## src/rtl/universal_shift_reg.sv

```systemverilog
// rtl/universal_shift_reg.sv - WIDTH-bit universal shift register with edge select and full-shift pulse
module universal_shift_reg #(
    parameter int                 WIDTH       = 8,
    parameter bit                 NEG_EDGE    = 1'b1,
    parameter logic [WIDTH-1:0]   RESET_VALUE = {WIDTH{1'b0}},
    parameter bit                 ROTATE      = 1'b0
) (
    input  logic             clock,
    input  logic             resetp,
    input  logic             en,
    input  logic             sclr,
    input  logic [1:0]       mode,
    input  logic             ser_in_msb,
    input  logic             ser_in_lsb,
    input  logic [WIDTH-1:0] d,
    output logic [WIDTH-1:0] q,
    output logic             ser_out_lsb,
    output logic             ser_out_msb,
    output logic             shift_done
);

    localparam int CW = (WIDTH > 2) ? $clog2(WIDTH) : 1;
    localparam logic [CW-1:0] CNT_LAST = CW'(WIDTH - 1);

    localparam logic [1:0] MODE_HOLD  = 2'b00;
    localparam logic [1:0] MODE_RIGHT = 2'b01;
    localparam logic [1:0] MODE_LEFT  = 2'b10;
    localparam logic [1:0] MODE_LOAD  = 2'b11;

    logic [WIDTH-1:0] q_q, q_d;
    logic [CW-1:0]    cnt_q, cnt_d;
    logic             done_q, done_d;
    logic             clk_act;
    logic             fill_msb, fill_lsb;

    // Falling-edge operation is an inverted clock into rising-edge flops.
    assign clk_act = NEG_EDGE ? ~clock : clock;

    // With ROTATE the serial inputs are never looked at, so an X there cannot leak in.
    assign fill_msb = ROTATE ? q_q[0]       : ser_in_msb;
    assign fill_lsb = ROTATE ? q_q[WIDTH-1] : ser_in_lsb;

    always_comb begin
        q_d    = q_q;
        cnt_d  = cnt_q;
        done_d = 1'b0;
        if (sclr) begin
            q_d   = RESET_VALUE;
            cnt_d = '0;
        end else if (en) begin
            case (mode)
                MODE_HOLD: ;
                MODE_RIGHT: q_d = {fill_msb, q_q[WIDTH-1:1]};
                MODE_LEFT:  q_d = {q_q[WIDTH-2:0], fill_lsb};
                MODE_LOAD: begin
                    q_d   = d;
                    cnt_d = '0;
                end
                default: ;
            endcase
            if (mode == MODE_RIGHT || mode == MODE_LEFT) begin
                if (cnt_q == CNT_LAST) begin
                    cnt_d  = '0;
                    done_d = 1'b1;
                end else begin
                    cnt_d = cnt_q + 1'b1;
                end
            end
        end
    end

    always_ff @(posedge clk_act or posedge resetp) begin
        if (resetp) begin
            q_q    <= RESET_VALUE;
            cnt_q  <= '0;
            done_q <= 1'b0;
        end else begin
            q_q    <= q_d;
            cnt_q  <= cnt_d;
            done_q <= done_d;
        end
    end

    assign q           = q_q;
    assign ser_out_lsb = q_q[0];
    assign ser_out_msb = q_q[WIDTH-1];
    assign shift_done  = done_q;

endmodule
```

## config.mk

```make
export PLATFORM = sky130hd
export DESIGN_NAME = universal_shift_reg
export DESIGN_NICKNAME = d
export VERILOG_FILES = /design/src/rtl/universal_shift_reg.sv
export SDC_FILE = /design/constraint.sdc
export NUM_CORES = 1
export LEC_CHECK = 0
export CAP_MARGIN = 20
export CORE_MARGIN = 1
export CORE_UTILIZATION = 38
export DETAILED_ROUTE_END_ITERATION = 12
export PLACE_DENSITY = 0.74
export SYNTH_ARGS = -nofsm -noshare
export SYNTH_HDL_FRONTEND = slang
export SYNTH_SLANG_ARGS = --single-unit
```

## constraint.sdc

```tcl
create_clock -name clock -period 1.1 [get_ports clock]
set_input_delay 0.11 -clock clock [delete_from_list [all_inputs] [get_ports clock]]
set_output_delay 0.11 -clock clock [all_outputs]
set_load 0.05 [all_outputs]
```

==> flow_metrics.env <==
export IMPL_rsz0062_at_grt="yes"
export IMPL_cts_hold_buf=0
export IMPL_maxCapViolCount=0
export IMPL_yosysSeqAreaShare=0.428
export IMPL_initial_core_util=0.407
export IMPL_nets=138
export IMPL_dr_total_vias=751
export IMPL_yosysTopAreaCellShare=0.428
export IMPL_grt_usage=0.271
export IMPL_antenna_left=0
export IMPL_ys_seq_elements=12
export IMPL_viasPerCell=5.33
export IMPL_crit_slowest_cell="dfrtn_1"
export IMPL_worstSetupEndpointType="output port"
export IMPL_avgRoutedWirePerCell_um=17.1
export IMPL_wl_mm=2.41
export IMPL_finalWorstSetupSlack_ns=-0.535
export IMPL_path_clk_slew_ns=0.06
export IMPL_min_path_type="reg2reg"
export IMPL_place_congestion=0.761
export IMPL_grt_met1_usage=0.303
export IMPL_required_ns=0.99
export IMPL_finalSetupViolations=23
export IMPL_drcViolationCount=0
export IMPL_core_area_mm2=0.00173
export IMPL_dpl_hpwl_mm=1.43
export IMPL_die_x_um=45.0
export IMPL_area_delta_synth_final_pct=111
export IMPL_top_usage_layer="met2"
export IMPL_crit_fanout=3
export IMPL_synth_main_ff_cell="dfrtn_1"
export IMPL_synthDistinctLibCells=17
export IMPL_grt_max_degree=13
export IMPL_antenna_found_initial=0
export IMPL_cp_slowest_stage_delay_ns=0.52
export IMPL_power_density_mw_per_mm2=867
export IMPL_overflow=0
export IMPL_clock_sinks=12
export IMPL_grt_pass1_vias=793
export IMPL_yosysWarnings=0
export IMPL_dr_pass1_iters=4
export IMPL_cp_cell_sequence="buf_12"
export IMPL_clk_path_buf_depth=2
export IMPL_synthArstFlopShare=1.00
export IMPL_cpLargestDelayFamily="flip-flops"
export IMPL_synth_most_common_cell="dfrtn_1"
export IMPL_cts_root_buffer="clkbuf_4"
export IMPL_ys_top_cells_by_area="dfrtn_1 43%, a22o_2 11%, o2bb2ai_1 10%, ha_1 8.9%, a21oi_1 7.8%"
export IMPL_synth_top_cell_by_area="dfrtn_1"
export IMPL_stdcell_count=141
export IMPL_fin_skew_ns=0.000988
export IMPL_drive_gt1_frac=0.612
export IMPL_die_area_mm2=0.00202
export IMPL_cp_num_buf_inv=1
export IMPL_numCtsBuffers=3
export IMPL_synthTopCellsByCount="12 x dfrtn_1, 11 x a21oi_1, 8 x a22o_2, 8 x o2bb2ai_1"
export IMPL_hold_viol_final=0
export IMPL_syn_area_per_cell_um2=10.5
export IMPL_numPortBuffers=26
export IMPL_peakVddDrop_mv=0.863
export IMPL_met3_usage=0.0280
export IMPL_grt_pass1_wl_mm=3.71
export IMPL_row_count=15
export IMPL_crit_type="reg2out"
export IMPL_htree_levels=1
export IMPL_slew_headroom=0.712
export IMPL_n_antenna_cell=0
export IMPL_critPathLaunchType="register"
export IMPL_globalRouteMet2Util=0.481
export IMPL_status="finished with violations"
export IMPL_final_max_slew_violation_count=0
export IMPL_ios=27
export IMPL_cts_tree="yes"
export IMPL_worstPathArrival_ns=1.52
export IMPL_die_h_um=45.0
export IMPL_cellLeakagePower_uw=0.000664
export IMPL_clk_latency_ns=0.28
export IMPL_tightest_slew_ns=0.431
export IMPL_syn_inst=67
export IMPL_synthesis_area_um2=702
export IMPL_synth_edf_count=0
export IMPL_post_route_util=0.859
export IMPL_first_iter_violations=8
export IMPL_dp_cells=132
export IMPL_synth_nets=88
export IMPL_violations="setup timing"
==> per-layer routing <==
| metal | share of wire | wire, µm |
|---|---|---|
| met1 | 0.39 | 934 |
| met2 | 0.52 | 1260 |
| met3 | 0.042 | 100 |
| met4 | 0.048 | 115 |
| met5 | 0 | 0 |
==> cells in the final DEF (no fill, tap or decap), types with 3 or more instances in the layout <==
cell type        count
a21oi_1              8
a21oi_2              3
a22o_2               8
buf_12              14
buf_4               13
buf_6                6
clkbuf_4             3
clkdlybuf4s50_1     11
dfrtn_1             12
ha_1                 3
inv_1                4
nand2_1              3
o2bb2ai_2            8
==> logic make-up (layout without fill, tap and decap cells) <==
| logic type | Yosys count | in the layout | synth area share |
|---|---|---|---|
| AO/OA/AOI/OAI | 31 | 31 | 0.337 |
| flip-flops | 12 | 12 | 0.428 |
| AND/OR/NAND/NOR | 10 | 10 | 0.0766 |
| buffers and inverters | 9 | 58 | 0.0695 |
| adder cells (fa/ha/maj) | 5 | 5 | 0.0891 |
==> final timing paths <==
kind,startpoint,end,slack (ns),depth (start not counted)
min in group asynchronous,resetp,q[5]$_DFFE_NP0P_,0.56,3
max reg2reg,q[5]$_DFFE_NP0P_,q[6]$_DFFE_NP0P_,-0.22,5
max,q[0]$_DFFE_NP0P_,ser_out_lsb,-0.53,1
min,cnt_q[1]$_DFFE_NP0P_,cnt_q[1]$_DFFE_NP0P_,0.54,2
min reg2reg,cnt_q[1]$_DFFE_NP0P_,cnt_q[1]$_DFFE_NP0P_,0.54,2
max in group asynchronous,resetp,q[2]$_DFFE_NP0P_,0.39,3
==> flip-flops by register name, indices dropped and copies added (netlist names) <==
signal,count
cnt_q,3
q,8
shift_done,1
==> power breakdown <==
part / total [µW] / switching (µW) / internal [µW]
clock: 370 / 168 / 201
sequential: 476 / 17.8 / 459
combinational: 441 / 205 / 236
total: 1290 / 391 / 896
==> per-stage QoR <==
step | hold WS, ns | total power [µW] | TNS (ns) | worst slack, ns | instance area (µm²)
after floorplan | 0.415 | 655 | -8.40 | -0.534 | 774
after global placement | 0.499 | 841 | -14.70 | -1.15 | 1290
after detailed placement | 0.525 | 850 | -15.27 | -1.21 | 1290
after CTS | 0.527 | 1260 | -9.81 | -0.533 | 1440
after global routing | 0.558 | 1350 | -10.29 | -0.568 | 1480
final | 0.535 | 1290 | -9.68 | -0.535 | 1480
==> layout make-up <==
cell class / count / area [µm²]
clock buffers: 4 / 36.3
repair buffers: 49 / 608
inverters: 5 / 26.3
fillers: 90 / 243
multi-input cells: 46 / 482
flip-flops and latches: 12 / 300
well taps: 25 / 31.3
==> worst register-to-register path: stages, from the launching register on <==
cell	delay, ns
dfrtn_1	0.38
buf_4	0.15
buf_4	0.14
a22o_2	0.25
a21oi_2	0.17
o2bb2ai_2	0.08
==> what timing repair did <==
| action | CTS | global route |
|---|---|---|
| setup endpoints to repair | 23 | 23 |
| cloned | 1 | 0 |
| gates resized for setup | 30 | 7 |
| endpoints found under the hold margin | 0 | 0 |
| buffers inserted | 2 | 2 |
| pin swaps | 15 | 4 |
Power figures use the tool's default switching activity.
